[src/rtl/pp_dma_scheduler.sv]
// -----------------------------------------------------------------------------
// pp_dma_scheduler
//
// System-clock-side sequencer for a ping-pong capture buffer.  When the JTAG
// side reports that one half is full, this block swaps the halves, then reads
// the drained half word by word and writes it to memory as a series of bus
// bursts starting at a running destination pointer.
//
// Ports
//   clock, reset           system clock, synchronous active-high reset
//   cfg_enable             block enable; a 0->1 edge loads the pointer
//   cfg_start_address      destination base address (word aligned)
//   cfg_word_count         words to drain per half (clamped to HALF_DEPTH)
//   pp_switch_req          one-cycle pulse: a half has been filled
//   pp_swap                one-cycle pulse that swaps the halves
//   buf_read_address/data  drained-half read port, 1-cycle read latency
//   bus_request/grant      bus arbitration handshake
//   bus_begin_transaction  one-cycle burst start, qualifies address/size
//   bus_address            burst start address
//   bus_burst_size         beats in the burst minus one
//   bus_byte_enable        4'hF while write data is valid
//   bus_data/data_valid    write data; a beat moves on valid & ~bus_busy
//   bus_busy, bus_error    bus backpressure and error
//   busy                   a transfer is in progress
//   transfer_done          one-cycle pulse when a half has been drained
//   error, overrun         sticky flags, cleared while cfg_enable is low
//   words_transferred      running count of accepted beats (wraps)
// -----------------------------------------------------------------------------
module pp_dma_scheduler #(
  parameter int HALF_DEPTH = 256,
  parameter int MAX_BURST  = 16
) (
  input  logic                          clock,
  input  logic                          reset,
  input  logic                          cfg_enable,
  input  logic [31:0]                   cfg_start_address,
  input  logic [8:0]                    cfg_word_count,
  input  logic                          pp_switch_req,
  output logic                          pp_swap,
  output logic [$clog2(HALF_DEPTH)-1:0] buf_read_address,
  input  logic [31:0]                   buf_read_data,
  output logic                          bus_request,
  input  logic                          bus_grant,
  output logic                          bus_begin_transaction,
  output logic [31:0]                   bus_address,
  output logic [7:0]                    bus_burst_size,
  output logic [3:0]                    bus_byte_enable,
  output logic [31:0]                   bus_data,
  output logic                          bus_data_valid,
  input  logic                          bus_busy,
  input  logic                          bus_error,
  output logic                          busy,
  output logic                          transfer_done,
  output logic                          error,
  output logic                          overrun,
  output logic [31:0]                   words_transferred
);

  localparam int IDX_W = $clog2(HALF_DEPTH);
  // remaining must be able to hold HALF_DEPTH itself
  localparam int REM_W = IDX_W + 1;
  // burst length must be able to hold MAX_BURST itself
  localparam int BL_W  = $clog2(MAX_BURST) + 1;

  localparam logic [2:0] S_IDLE    = 3'd0;
  localparam logic [2:0] S_REQUEST = 3'd1;
  localparam logic [2:0] S_BEGIN   = 3'd2;
  localparam logic [2:0] S_DATA    = 3'd3;
  localparam logic [2:0] S_DONE    = 3'd4;
  localparam logic [2:0] S_ERROR   = 3'd5;

  logic [2:0]       state;
  logic             enable_q;
  logic [31:0]      dest_ptr;
  logic [REM_W-1:0] remaining;
  logic [IDX_W-1:0] index;
  logic [BL_W-1:0]  burst_beats;
  logic [BL_W-1:0]  beats_left;
  logic             req_q;
  logic             swap_q;
  logic             done_q;
  logic             error_q;
  logic             overrun_q;
  logic [31:0]      beat_count;

  logic [REM_W-1:0] remaining_init;
  logic [BL_W-1:0]  burst_len;
  logic             accept;

  // Words to drain for a new half, clamped to the half size.
  always_comb begin
    // NOTE: every signal written in a combinational block gets a default
    // first, so no path leaves it unassigned and no latch is inferred.
    remaining_init = REM_W'(cfg_word_count);
    if (int'(cfg_word_count) > HALF_DEPTH) remaining_init = REM_W'(HALF_DEPTH);
  end

  // Beats in the next burst.
  always_comb begin
    burst_len = BL_W'(remaining);
    if (int'(remaining) > MAX_BURST) burst_len = BL_W'(MAX_BURST);
  end

  // A beat moves when data is presented and the bus neither stalls nor
  // errors; a beat that coincides with bus_error is not counted.
  assign accept = (state == S_DATA) && !bus_busy && !bus_error;

  // Read-port addressing.  The buffer returns data one cycle after the
  // address, so the address always points at the word that must be on
  // bus_data in the *next* cycle: the current index while stalled, the
  // following index when this cycle's beat is accepted.  BEGIN issues the
  // first prefetch so DATA starts with valid data.
  always_comb begin
    buf_read_address = '0;
    if (state == S_BEGIN) begin
      buf_read_address = index;
    end else if (state == S_DATA) begin
      buf_read_address = accept ? index + 1'b1 : index;
    end
  end

  always_ff @(posedge clock) begin
    // NOTE: sequential state is written with non-blocking assignments so all
    // registers update together from pre-edge values.
    if (reset) begin
      state       <= S_IDLE;
      enable_q    <= 1'b0;
      dest_ptr    <= '0;
      remaining   <= '0;
      index       <= '0;
      burst_beats <= '0;
      beats_left  <= '0;
      req_q       <= 1'b0;
      swap_q      <= 1'b0;
      done_q      <= 1'b0;
      error_q     <= 1'b0;
      overrun_q   <= 1'b0;
      beat_count  <= '0;
    end else begin
      enable_q <= cfg_enable;
      swap_q   <= 1'b0;
      done_q   <= 1'b0;

      if (cfg_enable && !enable_q) dest_ptr <= cfg_start_address;

      // The bus has taken the beat even if the block is being disabled.
      if (accept) beat_count <= beat_count + 32'd1;

      if (!cfg_enable) begin
        state     <= S_IDLE;
        req_q     <= 1'b0;
        error_q   <= 1'b0;
        overrun_q <= 1'b0;
      end else begin
        // Any switch request outside IDLE (DONE and ERROR included) is lost.
        if (pp_switch_req && state != S_IDLE) overrun_q <= 1'b1;

        case (state)
          S_IDLE: begin
            if (pp_switch_req) begin
              remaining <= remaining_init;
              index     <= '0;
              swap_q    <= 1'b1;
              if (remaining_init == '0) begin
                done_q <= 1'b1;
              end else begin
                state <= S_REQUEST;
                req_q <= 1'b1;
              end
            end
          end

          S_REQUEST: begin
            if (bus_error) begin
              state   <= S_ERROR;
              error_q <= 1'b1;
              req_q   <= 1'b0;
            end else if (!req_q) begin
              // Re-raise after the mandatory one-cycle gap between bursts.
              req_q <= 1'b1;
            end else if (bus_grant) begin
              state       <= S_BEGIN;
              burst_beats <= burst_len;
              beats_left  <= burst_len;
            end
          end

          S_BEGIN: begin
            if (bus_error) begin
              state   <= S_ERROR;
              error_q <= 1'b1;
              req_q   <= 1'b0;
            end else begin
              state <= S_DATA;
            end
          end

          S_DATA: begin
            if (bus_error) begin
              // Pointer is left alone: the failed burst is not committed.
              state   <= S_ERROR;
              error_q <= 1'b1;
              req_q   <= 1'b0;
            end else if (accept) begin
              index      <= index + 1'b1;
              remaining  <= remaining - 1'b1;
              beats_left <= beats_left - 1'b1;
              if (beats_left == BL_W'(1)) begin
                req_q    <= 1'b0;
                dest_ptr <= dest_ptr + 32'({burst_beats, 2'b00});
                if (remaining == REM_W'(1)) begin
                  state  <= S_DONE;
                  done_q <= 1'b1;
                end else begin
                  state <= S_REQUEST;
                end
              end
            end
          end

          S_DONE:  state <= S_IDLE;
          S_ERROR: state <= S_IDLE;
          default: state <= S_IDLE;
        endcase
      end
    end
  end

  assign pp_swap               = swap_q;
  assign transfer_done         = done_q;
  assign error                 = error_q;
  assign overrun               = overrun_q;
  assign words_transferred     = beat_count;
  assign busy                  = (state != S_IDLE);

  assign bus_request           = req_q;
  assign bus_begin_transaction = (state == S_BEGIN);
  assign bus_address           = (state == S_BEGIN) ? dest_ptr : 32'd0;
  assign bus_burst_size        = (state == S_BEGIN) ? 8'(beats_left - 1'b1) : 8'd0;
  assign bus_data_valid        = (state == S_DATA);
  assign bus_byte_enable       = (state == S_DATA) ? 4'hF : 4'h0;
  // Read data is forwarded straight from the buffer; it stays stable under
  // backpressure because the read address is held while bus_busy is high.
  assign bus_data              = (state == S_DATA) ? buf_read_data : 32'd0;

endmodule

[config.mk]
export PLATFORM = sky130hd
export DESIGN_NAME = pp_dma_scheduler
export DESIGN_NICKNAME = d
export VERILOG_FILES = /design/src/rtl/pp_dma_scheduler.sv
export SDC_FILE = /design/constraint.sdc
export NUM_CORES = 1
export LEC_CHECK = 0
export BUFFER_PORTS_ARGS = -buffer_cell sky130_fd_sc_hd__buf_2
export CORE_MARGIN = 8
export CORE_UTILIZATION = 40
export CTS_BUF_LIST = sky130_fd_sc_hd__clkbuf_8
export DETAILED_ROUTE_END_ITERATION = 8
export MAX_ROUTING_LAYER = met4
export PLACE_DENSITY = 0.69
export SETUP_SLACK_MARGIN = 0.1
export SLEW_MARGIN = 5
export SYNTH_ARGS = -nofsm -noshare
export SYNTH_HDL_FRONTEND = slang
export SYNTH_SLANG_ARGS = --single-unit
export TNS_END_PERCENT = 10
[constraint.sdc]
create_clock -name clock -period 5.2 [get_ports clock]
set_clock_uncertainty 0.1 [all_clocks]
set_input_delay 1.04 -clock clock [delete_from_list [all_inputs] [get_ports clock]]
set_output_delay 1.04 -clock clock [all_outputs]
set_load 0.01 [all_outputs]
; Word level (Yosys, flattened, before mapping)
; Index checks and enable logic that the tools add are counted.
[word_totals]
input_bits = 80
regBits = 100
wordCells = 119
output_inout_bits = 124
[op_classes]
addsub = 6
eq_ne = 17
order_cmp = 2
n_bitwise = 3
reduce_logical = 23
muxes = 55
[ops]
columns = cell, count
row1 = two-way mux 32 bit, 8
row2 = two-way mux 8 bit, 6
row3 = two-way mux 9 bit, 4
row4 = "adder 32 x 1 -> 32 bit, second input constant", 1
row5 = adder 32 x 7 -> 32 bit, 1
row6 = two-way mux 3 bit, 10
row7 = two-way mux 5 bit, 6
row8 = one-hot mux 9 bit (2 select lines), 1
row9 = one-hot mux 8 bit (2 select lines), 1
row10 = two-way mux 1 bit, 14
row11 = "!= test 2 bit, second input constant", 6
row12 = one-hot mux 3 bit (4 select lines), 1
row13 = AND reduction 6 bit, 2
row14 = one-hot mux 5 bit (2 select lines), 1
row15 = AND reduction 5 bit, 2
row16 = "== test 9 x 1 -> 1 bit, second input constant", 1
row17 = "greater-than comparator 9 x 5 -> 1 bit, second input constant", 1
row18 = "greater-than comparator 9 bit, second input constant", 1
row19 = zero test 9 bit, 1
row20 = "subtractor 9 x 1 -> 9 bit, second input constant", 1
row21 = "adder 8 x 1 -> 8 bit, second input constant", 1
row22 = AND reduction 7 bit, 1
row23 = "== test 3 x 2 -> 1 bit, second input constant", 2
row24 = "!= test 3 x 1 -> 1 bit, second input constant", 2
row25 = other kinds (20), 31

; Logic depth before layout (Yosys ltp)
; Gate-level depths: netlist of the first run.
[depth]
depth_word = 8
mapped_depth = 9
depth_no_buf = 7

; Worst setup path before layout of the first run
; No wires, ideal clock.
[synth_timing]
kind = input-to-output
startpoint = in bus_error
endpoint = out buf_read_address[6]
setup_slack_ns = 1.697
arrival_ns = 2.363
n_path_buf = 1
cell_stages = 6
cell_sequence = clkbuf_1 > or3b_2 > nor2_1 > nand4_1 > xor2_1 > nor2_1
[synth_via]
elab_chain_cells = 5
[synth_rtl]
columns = element, line
row1 = "start, declared", 51  ; input logic bus_error,
row2 = zero test 1 bit, 106  ; assign accept = (state == S_DATA) && !bus_busy && !bus_error;
row3 = logical AND 1 bit, 106
row4 = two-way mux 8 bit, --
row5 = two-way mux 8 bit, 117  ; end else if (state == S_DATA) begin
row6 = two-way mux 8 bit, 115  ; if (state == S_BEGIN) begin
row7 = "end, declared", 40  ; output logic [$clog2(HALF_DEPTH)-1:0] buf_read_address,
; Every way passes these cells.

; Final worst setup path of the first run
[layout_timing]
startpoint = reg state[1]
endpoint = out bus_address[12]
[layout_via]
elab_chain_cells = 2
[layout_rtl]
columns = element, line
row1 = "start, declared", 72  ; logic [2:0] state;
row2 = "start signal, assigned", 126  ; state <= S_IDLE;
row3 = "start signal, assigned", 150  ; state <= S_IDLE;
row4 = "start signal, assigned", 167  ; state <= S_REQUEST;
row5 = == test 3 x 2 -> 1 bit, 238  ; assign bus_address = (state == S_BEGIN) ? dest_ptr : 32'd0;
row6 = two-way mux 32 bit, 238
row7 = "end, declared", 45  ; output logic [31:0] bus_address,
; Every way passes these cells.

==> Implementation_results.wiki, run 1 <==
{| class="wikitable"
! Metric !! Value
|-
| Clock tree from TritonCTS || done
|-
| Leftover overflow at the end of global routing || 0
|-
| Hold Buf Count CTS || 0
|-
| Via/cell ratio || ~5.6
|-
| IO Port Bufs || roughly 200
|-
| Final Hold Vio Count || 0
|-
| Pins Over Slew Limit || 0
|-
| Pin count of the biggest net entering global routing || 95
|-
| Ant diodes || 0
|-
| Setup_tns || 0 ns
|-
| Number of search-and-repair iterations in the first detailed-routing pass || 5
|-
| Async S/R FF share, synth || 0
|-
| Syn Nets || 906
|-
| Floorplan core area || ~0.015 mm^2
|-
| Total global-route track usage || 0.193
|-
| Standby leakage power || about 3.1 nW
|-
| Deepest clock path buffer count || 2
|-
| Post-synthesis to final-layout area growth || 20.5%
|-
| Initial Util || 0.407
|-
| Number of global-route vias before repair || between 6000 and 7000
|-
| CTS HTree Levels || 3
|-
| Setup WS pre-CTS || about 1.5 ns
|-
| Detail-routed net length per standard cell || between 15 and 20 um
|-
| Number of clock sinks || 100
|-
| Std cell rows || 45
|-
| Fin worst setup slack || 1.32 ns
|-
| Cell accounting for the most synthesized area || sky130_fd_sc_hd__dfxtp_1
|-
| Areal power density over the cells || about 200 mW/mm^2
|-
| Cell Area, Synth || around 0.006 mm^2
|-
| Leading post-synthesis cells by cell area || sky130_fd_sc_hd__dfxtp_1, sky130_fd_sc_hd__and2_1, sky130_fd_sc_hd__nor2_1
|-
| Die ar. || between 0.015 and 0.02 mm^2
|-
| Tmin final || approximately 3.9 ns
|-
| Post-layout net count || approximately 1100
|-
| CP Capture Type || output pin
|-
| Half-perimeter wire length after detailed placement || ~14 mm
|-
| Sequential fraction of the synthesis area || 0.325
|-
| Most common flop cell mapped by yosys || sky130_fd_sc_hd__dfxtp_1
|-
| Slew at the pin closest to its max-slew limit || roughly 1.1 ns
|-
| Count of flip-flops with a built-in enable after synthesis || 0
|-
| Cell at the root of the clock tree || sky130_fd_sc_hd__clkbuf_8
|-
| Setup bufs post-CTS || 0
|-
| Worst setup SP type || flip-flop
|-
| Remaining antenna violation count after routing || 0
|-
| Required time of the critical path || between 4 and 5 ns
|-
| Number of antenna violations at the first check in global routing || 0
|-
| Final WL || ~19 mm
|-
| Arrival time of the worst setup path || 2.74 ns
|-
| Clock insertion delay at the later pin of the skew report || around 0.38 ns
|-
| Unrepaired setup endpoints after global routing || false
|-
| Count of cell types in the netlist || 68
|-
| Number of buffers inserted during clock tree synthesis || 9
|-
| Wire length of the first global-routing pass || just over 30 mm
|-
| Number of fillers in the final layout || between 1500 and 2000
|-
| Height of the chip || roughly 140 um
|-
| Remaining routing DRC violations || 0
|-
| Synthesis-stage register bit count || 100
|-
| Highest achievable clock rate || around 260 MHz
|-
| Worst Hold Class || reg2reg
|-
| Largest vdd supply drop || between 0.1 and 0.15 mV
|-
| Share of layout cells above drive strength 1 || 0.250
|-
| Maxcap violations || 0
|-
| Final GP Congestion || around 0.89
|-
| Average footprint of a synthesized cell || around 7.6 um^2
|-
| Status || finished clean
|-
| Warnings from Yosys || 0
|-
| Number of top-level pins || ~200
|-
| Final period util || 0.746
|-
| Cell count after synthesis || slightly above 800
|-
| Iter 0 DRT Violations || around 380
|-
| Total number of vias || about 6600
|-
| Clock transition time at the flip-flop clock pins of the worst setup and hold paths || between 0.1 and 0.15 ns
|-
| Max transition margin || 0.252
|-
| CTS resizes || 0
|-
| Critical-path maximum fanout || 30
|-
| Die X || between 100 and 150 um
|-
| Classification of the worst setup path || reg2out
|-
| Share of the synthesized area in the top cell type || 0.325
|-
| Finish-stage setup viols || 0
|}
==> cell usage in the layout, fill, tap and decap left out, drive strengths merged, types with 12 or more instances in the layout <==
master	count
a21oi	51
nor4	17
and3	13
ha	12
xnor2	25
nand2	76
or3	27
and2	63
dfxtp	100
o211ai	13
nand4	14
nor3	25
o21ai	37
nor2	84
nand3	37
a31oi	22
buf	208
inv	28
==> through the flow <==
stage | hold slack (ns) | power, mW | std cells | util | cell area (um^2)
3_3_place_gp | 0.344 | 0.984 | 1157 | 0.478 | 7240
3_5_place_dp | 0.350 | 0.985 | 1157 | 0.478 | 7240
5_1_grt | 0.379 | 1.55 | 1173 | 0.491 | 7430
6_report | 0.361 | 1.48 | 1173 | 0.491 | 7430
4_1_cts | 0.366 | 1.50 | 1173 | 0.491 | 7430
2_1_floorplan | 0.332 | 0.918 | 813 | - | 6170
==> area by class of cell <==
cell class              instances  area [um^2]  share of cell area
multi-input cells             637         3860               0.519
clock buffers                   9          124              0.0167
clock inverters                 7         70.1             0.00943
repair buffers                208         1050               0.142
flip-flops and latches        100         2000               0.269
inverters                      24         90.1              0.0121
well taps                     188          235              0.0317
==> routing by layer <==
layer	up-vias	routed length, um	GRT usage
li1	3270	-	-
met1	3050	9000	0.259
met4	0	252	0.0594
met3	18	1330	0.0319
met2	266	8560	0.292
met5	-	0	-
==> cells in the mapped netlist (4+ instances only) <==
cell type,number
sky130_fd_sc_hd__nor4_1,16
sky130_fd_sc_hd__xor2_1,9
sky130_fd_sc_hd__dfxtp_1,100
sky130_fd_sc_hd__or3_1,27
sky130_fd_sc_hd__a32oi_1,4
sky130_fd_sc_hd__nand2b_1,5
sky130_fd_sc_hd__a31oi_1,22
sky130_fd_sc_hd__o211ai_1,13
sky130_fd_sc_hd__nand3b_1,4
sky130_fd_sc_hd__o21a_1,4
sky130_fd_sc_hd__nor3_1,25
sky130_fd_sc_hd__a21oi_1,51
sky130_fd_sc_hd__clkbuf_1,38
sky130_fd_sc_hd__xnor2_1,25
sky130_fd_sc_hd__mux2_2,5
sky130_fd_sc_hd__or4_1,8
sky130_fd_sc_hd__buf_2,5
sky130_fd_sc_hd__inv_1,23
sky130_fd_sc_hd__nand2_1,76
sky130_fd_sc_hd__nand4_1,14
sky130_fd_sc_hd__and2_1,63
sky130_fd_sc_hd__nor4b_1,5
sky130_fd_sc_hd__or2_2,4
sky130_fd_sc_hd__and4_1,6
sky130_fd_sc_hd__nor2_1,83
sky130_fd_sc_hd__a311oi_1,9
sky130_fd_sc_hd__o21ai_0,35
sky130_fd_sc_hd__and3_1,13
sky130_fd_sc_hd__a211oi_1,6
sky130_fd_sc_hd__ha_1,12
sky130_fd_sc_hd__buf_4,6
sky130_fd_sc_hd__a21o_1,6
sky130_fd_sc_hd__nand3_1,37
==> state kept, by name, summed over array words and instances, names as in the netlist <==
name	cells
bus_request	1
remaining	9
state	3
enable_q	1
transfer_done	1
overrun	1
pp_swap	1
error	1
index	8
dest_ptr	32
beats_left	5
burst_beats	5
words_transferred	32
==> worst paths after layout <==
check                                                  from                            endpoint  slack [ns]  cells after the start
worst max register to register        state[0]$_SDFFE_PP0P_  words_transferred[29]$_SDFFE_PP0P_        1.49                      6
worst max-delay path                  state[1]$_SDFFE_PP0P_                     bus_address[12]        1.32                      5
worst min-delay path            burst_beats[3]$_SDFFE_PP0P_         burst_beats[3]$_SDFFE_PP0P_        0.36                      2
worst min register to register  burst_beats[3]$_SDFFE_PP0P_         burst_beats[3]$_SDFFE_PP0P_        0.36                      2
==> cell families (layout without fill, tap and decap cells) <==
family,count (synthesis),in the layout,share of synthesized area
xor gates and xnor gates,34,34,0.0483
muxes,7,7,0.0124
buffers and inverters,76,248,0.0509
adders and majority gates,13,13,0.0276
DFF,100,100,0.325
AOI/OAI and AO/OA,183,183,0.192
and+or+nand+nor,400,400,0.344
==> critical path: stages (launching register included) <==
cell and delay [ns]:
sky130_fd_sc_hd__dfxtp_1 0.64, sky130_fd_sc_hd__nand2b_1 0.27, sky130_fd_sc_hd__or2_2 0.46, sky130_fd_sc_hd__inv_1 0.61, sky130_fd_sc_hd__and2_1 0.23, sky130_fd_sc_hd__buf_2 0.13
==> where the power goes <==
group	switching [mW]	internal (mW)
Combinational	0.0919	0.0632
Sequential	0.0276	0.787
Clock	0.320	0.188
No activity file was read; power rests on OpenSTA's default activity.
==> inputs of run 2 (changes only) <==
- PLACE_DENSITY: 0.69 -> 0.71
- clock period: 5.2 -> 3.41 ns (I/O delays scaled with it)
==> run 2 against run 1 <==
Against the previous run: cell count is 1.1% higher; sequential power is 52% higher; critical path depth stayed put; highest routed layer unchanged.
==> Implementation_results.wiki, run 2 (synthesized netlist as in run 1, its figures left out) <==
{| class="wikitable"
! Metric !! Value
|-
| Cells after DPL || 1169 (+1.0%)
|-
| Commonest cells after routing, fill and taps aside || sky130_fd_sc_hd__buf_2, sky130_fd_sc_hd__dfxtp_1, sky130_fd_sc_hd__nor2_1
|-
| Post-synthesis to final-layout area growth || 22.4%
|-
| Number of global-route vias before repair || 6202 (+2.5%)
|-
| Tmin final || ~3.1 ns
|-
| CTS resizes || 0 (unchanged)
|-
| Largest vdd supply drop || 0.163 mV (+53%)
|-
| Clock network fraction of design power || 0.345 (about the same)
|-
| Sequential fraction of design power || 0.546 (-0.005)
|-
| R2r endpoint || words_transferred[22]$_SDFFE_PP0P_
|-
| Unrepaired setup endpoints after global routing || false
|-
| Total number of vias || 6555 (-0.74%)
|-
| Setup bufs post-CTS || 0 (unchanged)
|-
| Worst setup SP type || flip-flop
|-
| Deepest clock path buffer count || 2 (unchanged)
|-
| Pins Over Slew Limit || 0 (unchanged)
|-
| Setup_tns || 0 ns (unchanged)
|-
| Final total power || 2.27 mW (+53%)
|-
| R2R depth || 7 (+1)
|-
| Hold Buf Count CTS || 0 (unchanged)
|-
| Number of buffers inserted during clock tree synthesis || 9 (unchanged)
|-
| Launch point of the worst path || state[2]$_SDFFE_PP0P_
|-
| Number of standard cells in the layout, taps in and fillers out || 1186 (+1.1%)
|-
| Reg2Reg Launch Point || state[2]$_SDFFE_PP0P_
|-
| Via/cell ratio || 5.53 (-1.8%)
|-
| Height of the chip || 140 um (unchanged)
|-
| Net switching share of the total power || 0.300 (+0.00269)
|-
| Placed Area || 0.00735 mm^2 (+1.6%)
|-
| CTS HTree Levels || 3 (unchanged)
|-
| Areal power density over the cells || 301 mW/mm^2 (+51%)
|-
| Slew at the pin closest to its max-slew limit || 0.757 ns (-0.361 ns)
|-
| Pin count of the biggest net entering global routing || 95 (unchanged)
|-
| Number of search-and-repair iterations in the first detailed-routing pass || 5 (unchanged)
|-
| Iter 0 DRT Violations || 454 (+21%)
|-
| Half-perimeter wire length after detailed placement || 14.3 mm (+2.5%)
|-
| Core occupancy in the finished layout || 0.498 (+0.00760)
|-
| Setup WS pre-CTS || 0.432 ns (-1.03 ns)
|-
| Combinational Power Share || 0.109 (+0.004)
|-
| Fin area || 0.00755 mm^2 (+1.5%)
|-
| Die ar. || 0.0196 mm^2 (unchanged)
|-
| Worst Hold Margin || 0.364 ns (+0.00353 ns)
|-
| Maxcap violations || 0 (unchanged)
|-
| Post-layout net count || 1085 (+1.1%)
|-
| Final period util || 0.908
|-
| CP Capture Type || output pin
|-
| Clock tree from TritonCTS || done
|-
| Number of clock sinks || 100 (unchanged)
|-
| Worst Hold Class || reg2reg
|-
| Status || finished clean
|-
| Standby leakage power || 3.17 nW (+2.2%)
|-
| Wire length of the first global-routing pass || 31.3 mm (+1.2%)
|-
| Fin worst setup slack || 0.314 ns (-1.01 ns)
|-
| Classification of the worst setup path || reg2out
|-
| Internal power || 1.59 mW (+53%)
|-
| Commonest non-fill, non-tap cell in the layout || sky130_fd_sc_hd__buf_2
|-
| Finish-stage setup viols || 0 (unchanged)
|-
| Remaining routing DRC violations || 0 (unchanged)
|-
| Instance count along the most critical hold path || 2 (unchanged)
|-
| Required time of the critical path || 2.63 ns (-1.43 ns)
|-
| Highest achievable clock rate || 323 MHz
|-
| Clock transition time at the flip-flop clock pins of the worst setup and hold paths || 0.11 ns (about the same)
|-
| Arrival time of the worst setup path || 2.31 ns (-0.43 ns)
|-
| Share of layout cells above drive strength 1 || 0.260 (+0.0100)
|-
| Final WL || 19.4 mm (+1.2%)
|-
| IO Port Bufs || 203 (unchanged)
|-
| Number of top-level pins || 204 (unchanged)
|-
| Leftover overflow at the end of global routing || 0 (unchanged)
|-
| Worst R2R Setup Slack || 0.72 ns (-0.77 ns)
|-
| Floorplan core area || 0.0151 mm^2 (unchanged)
|-
| CP Capture Point || bus_burst_size[7]
|-
| Initial Util || 0.407 (unchanged)
|-
| Std cell rows || 45 (unchanged)
|-
| Detail-routed net length per standard cell || 16.3 um (+0.14%)
|-
| Number of fillers in the final layout || 1506 (-1.2%)
|-
| Reported net switching power || 681 uW (+55%)
|-
| Critical-path maximum fanout || 13 (-57%)
|-
| Remaining antenna violation count after routing || 0 (unchanged)
|-
| Cell at the root of the clock tree || sky130_fd_sc_hd__clkbuf_8
|-
| Final Hold Vio Count || 0 (unchanged)
|-
| Final GP Congestion || 0.873 (-1.5%)
|-
| Total global-route track usage || 0.196 (+0.00309)
|-
| Clock insertion delay at the later pin of the skew report || 0.40 ns (+0.02 ns)
|-
| Die X || 140 um (unchanged)
|-
| Number of antenna violations at the first check in global routing || 0 (unchanged)
|-
| Max transition margin || 0.494 (+0.242)
|}
## run 2: cell count changes in the layout (fill, tap and decap cells not counted), sizes merged
cell,delta
inv,+1
diode,+1
buf,+12
clkinv,-1
## run 2: worst min-delay path by stage
stage	startpoint	endpoint	slack (ns)
after global routing	burst_beats[3]$_SDFFE_PP0P_	burst_beats[3]$_SDFFE_PP0P_	0.38
after CTS	burst_beats[3]$_SDFFE_PP0P_	burst_beats[3]$_SDFFE_PP0P_	0.37
after global placement	burst_beats[2]$_SDFFE_PP0P_	burst_beats[2]$_SDFFE_PP0P_	0.34
after detailed placement	burst_beats[3]$_SDFFE_PP0P_	burst_beats[3]$_SDFFE_PP0P_	0.35
final	burst_beats[3]$_SDFFE_PP0P_	burst_beats[3]$_SDFFE_PP0P_	0.36
after floorplan	dest_ptr[0]$_SDFFE_PP0P_	dest_ptr[0]$_SDFFE_PP0P_	0.33
## run 2: routing by layer
layer | vias up | global-route usage | share of wire
li1 | 3300 | - | -
met1 | 3000 | 0.250 | 0.47
met2 | 233 | 0.309 | 0.45
met3 | 22 | 0.0374 | 0.062
met4 | 0 | 0.0629 | 0.015
met5 | - | - | 0
## run 2: final cells by class
class,count,area (um^2),share of cell area
sequential,100,2000,0.265
tap,188,235,0.0312
clock inverter,7,65.1,0.00862
clock buffer,9,124,0.0164
timing repair buffer,220,1170,0.155
multi-input combinational,637,3860,0.511
inverter,24,90.1,0.0119
antenna,1,2.50,0.000332
## run 2: power groups by stage
stage,combinational (mW),sequential [mW],clock (mW)
after floorplan,0.147,1.25,0
after global placement,0.243,1.26,0
after detailed placement,0.244,1.26,0
after CTS,0.246,1.24,0.801
after global routing,0.274,1.25,0.848
final,0.247,1.24,0.782
## run 2: worst max-delay path: stages (launching register included)
cell and delay, ns:
sky130_fd_sc_hd__dfxtp_1 0.44, sky130_fd_sc_hd__nand2b_1 0.32, sky130_fd_sc_hd__or2_2 0.46, sky130_fd_sc_hd__nor2_1 0.24
sky130_fd_sc_hd__and3_1 0.29, sky130_fd_sc_hd__buf_2 0.16
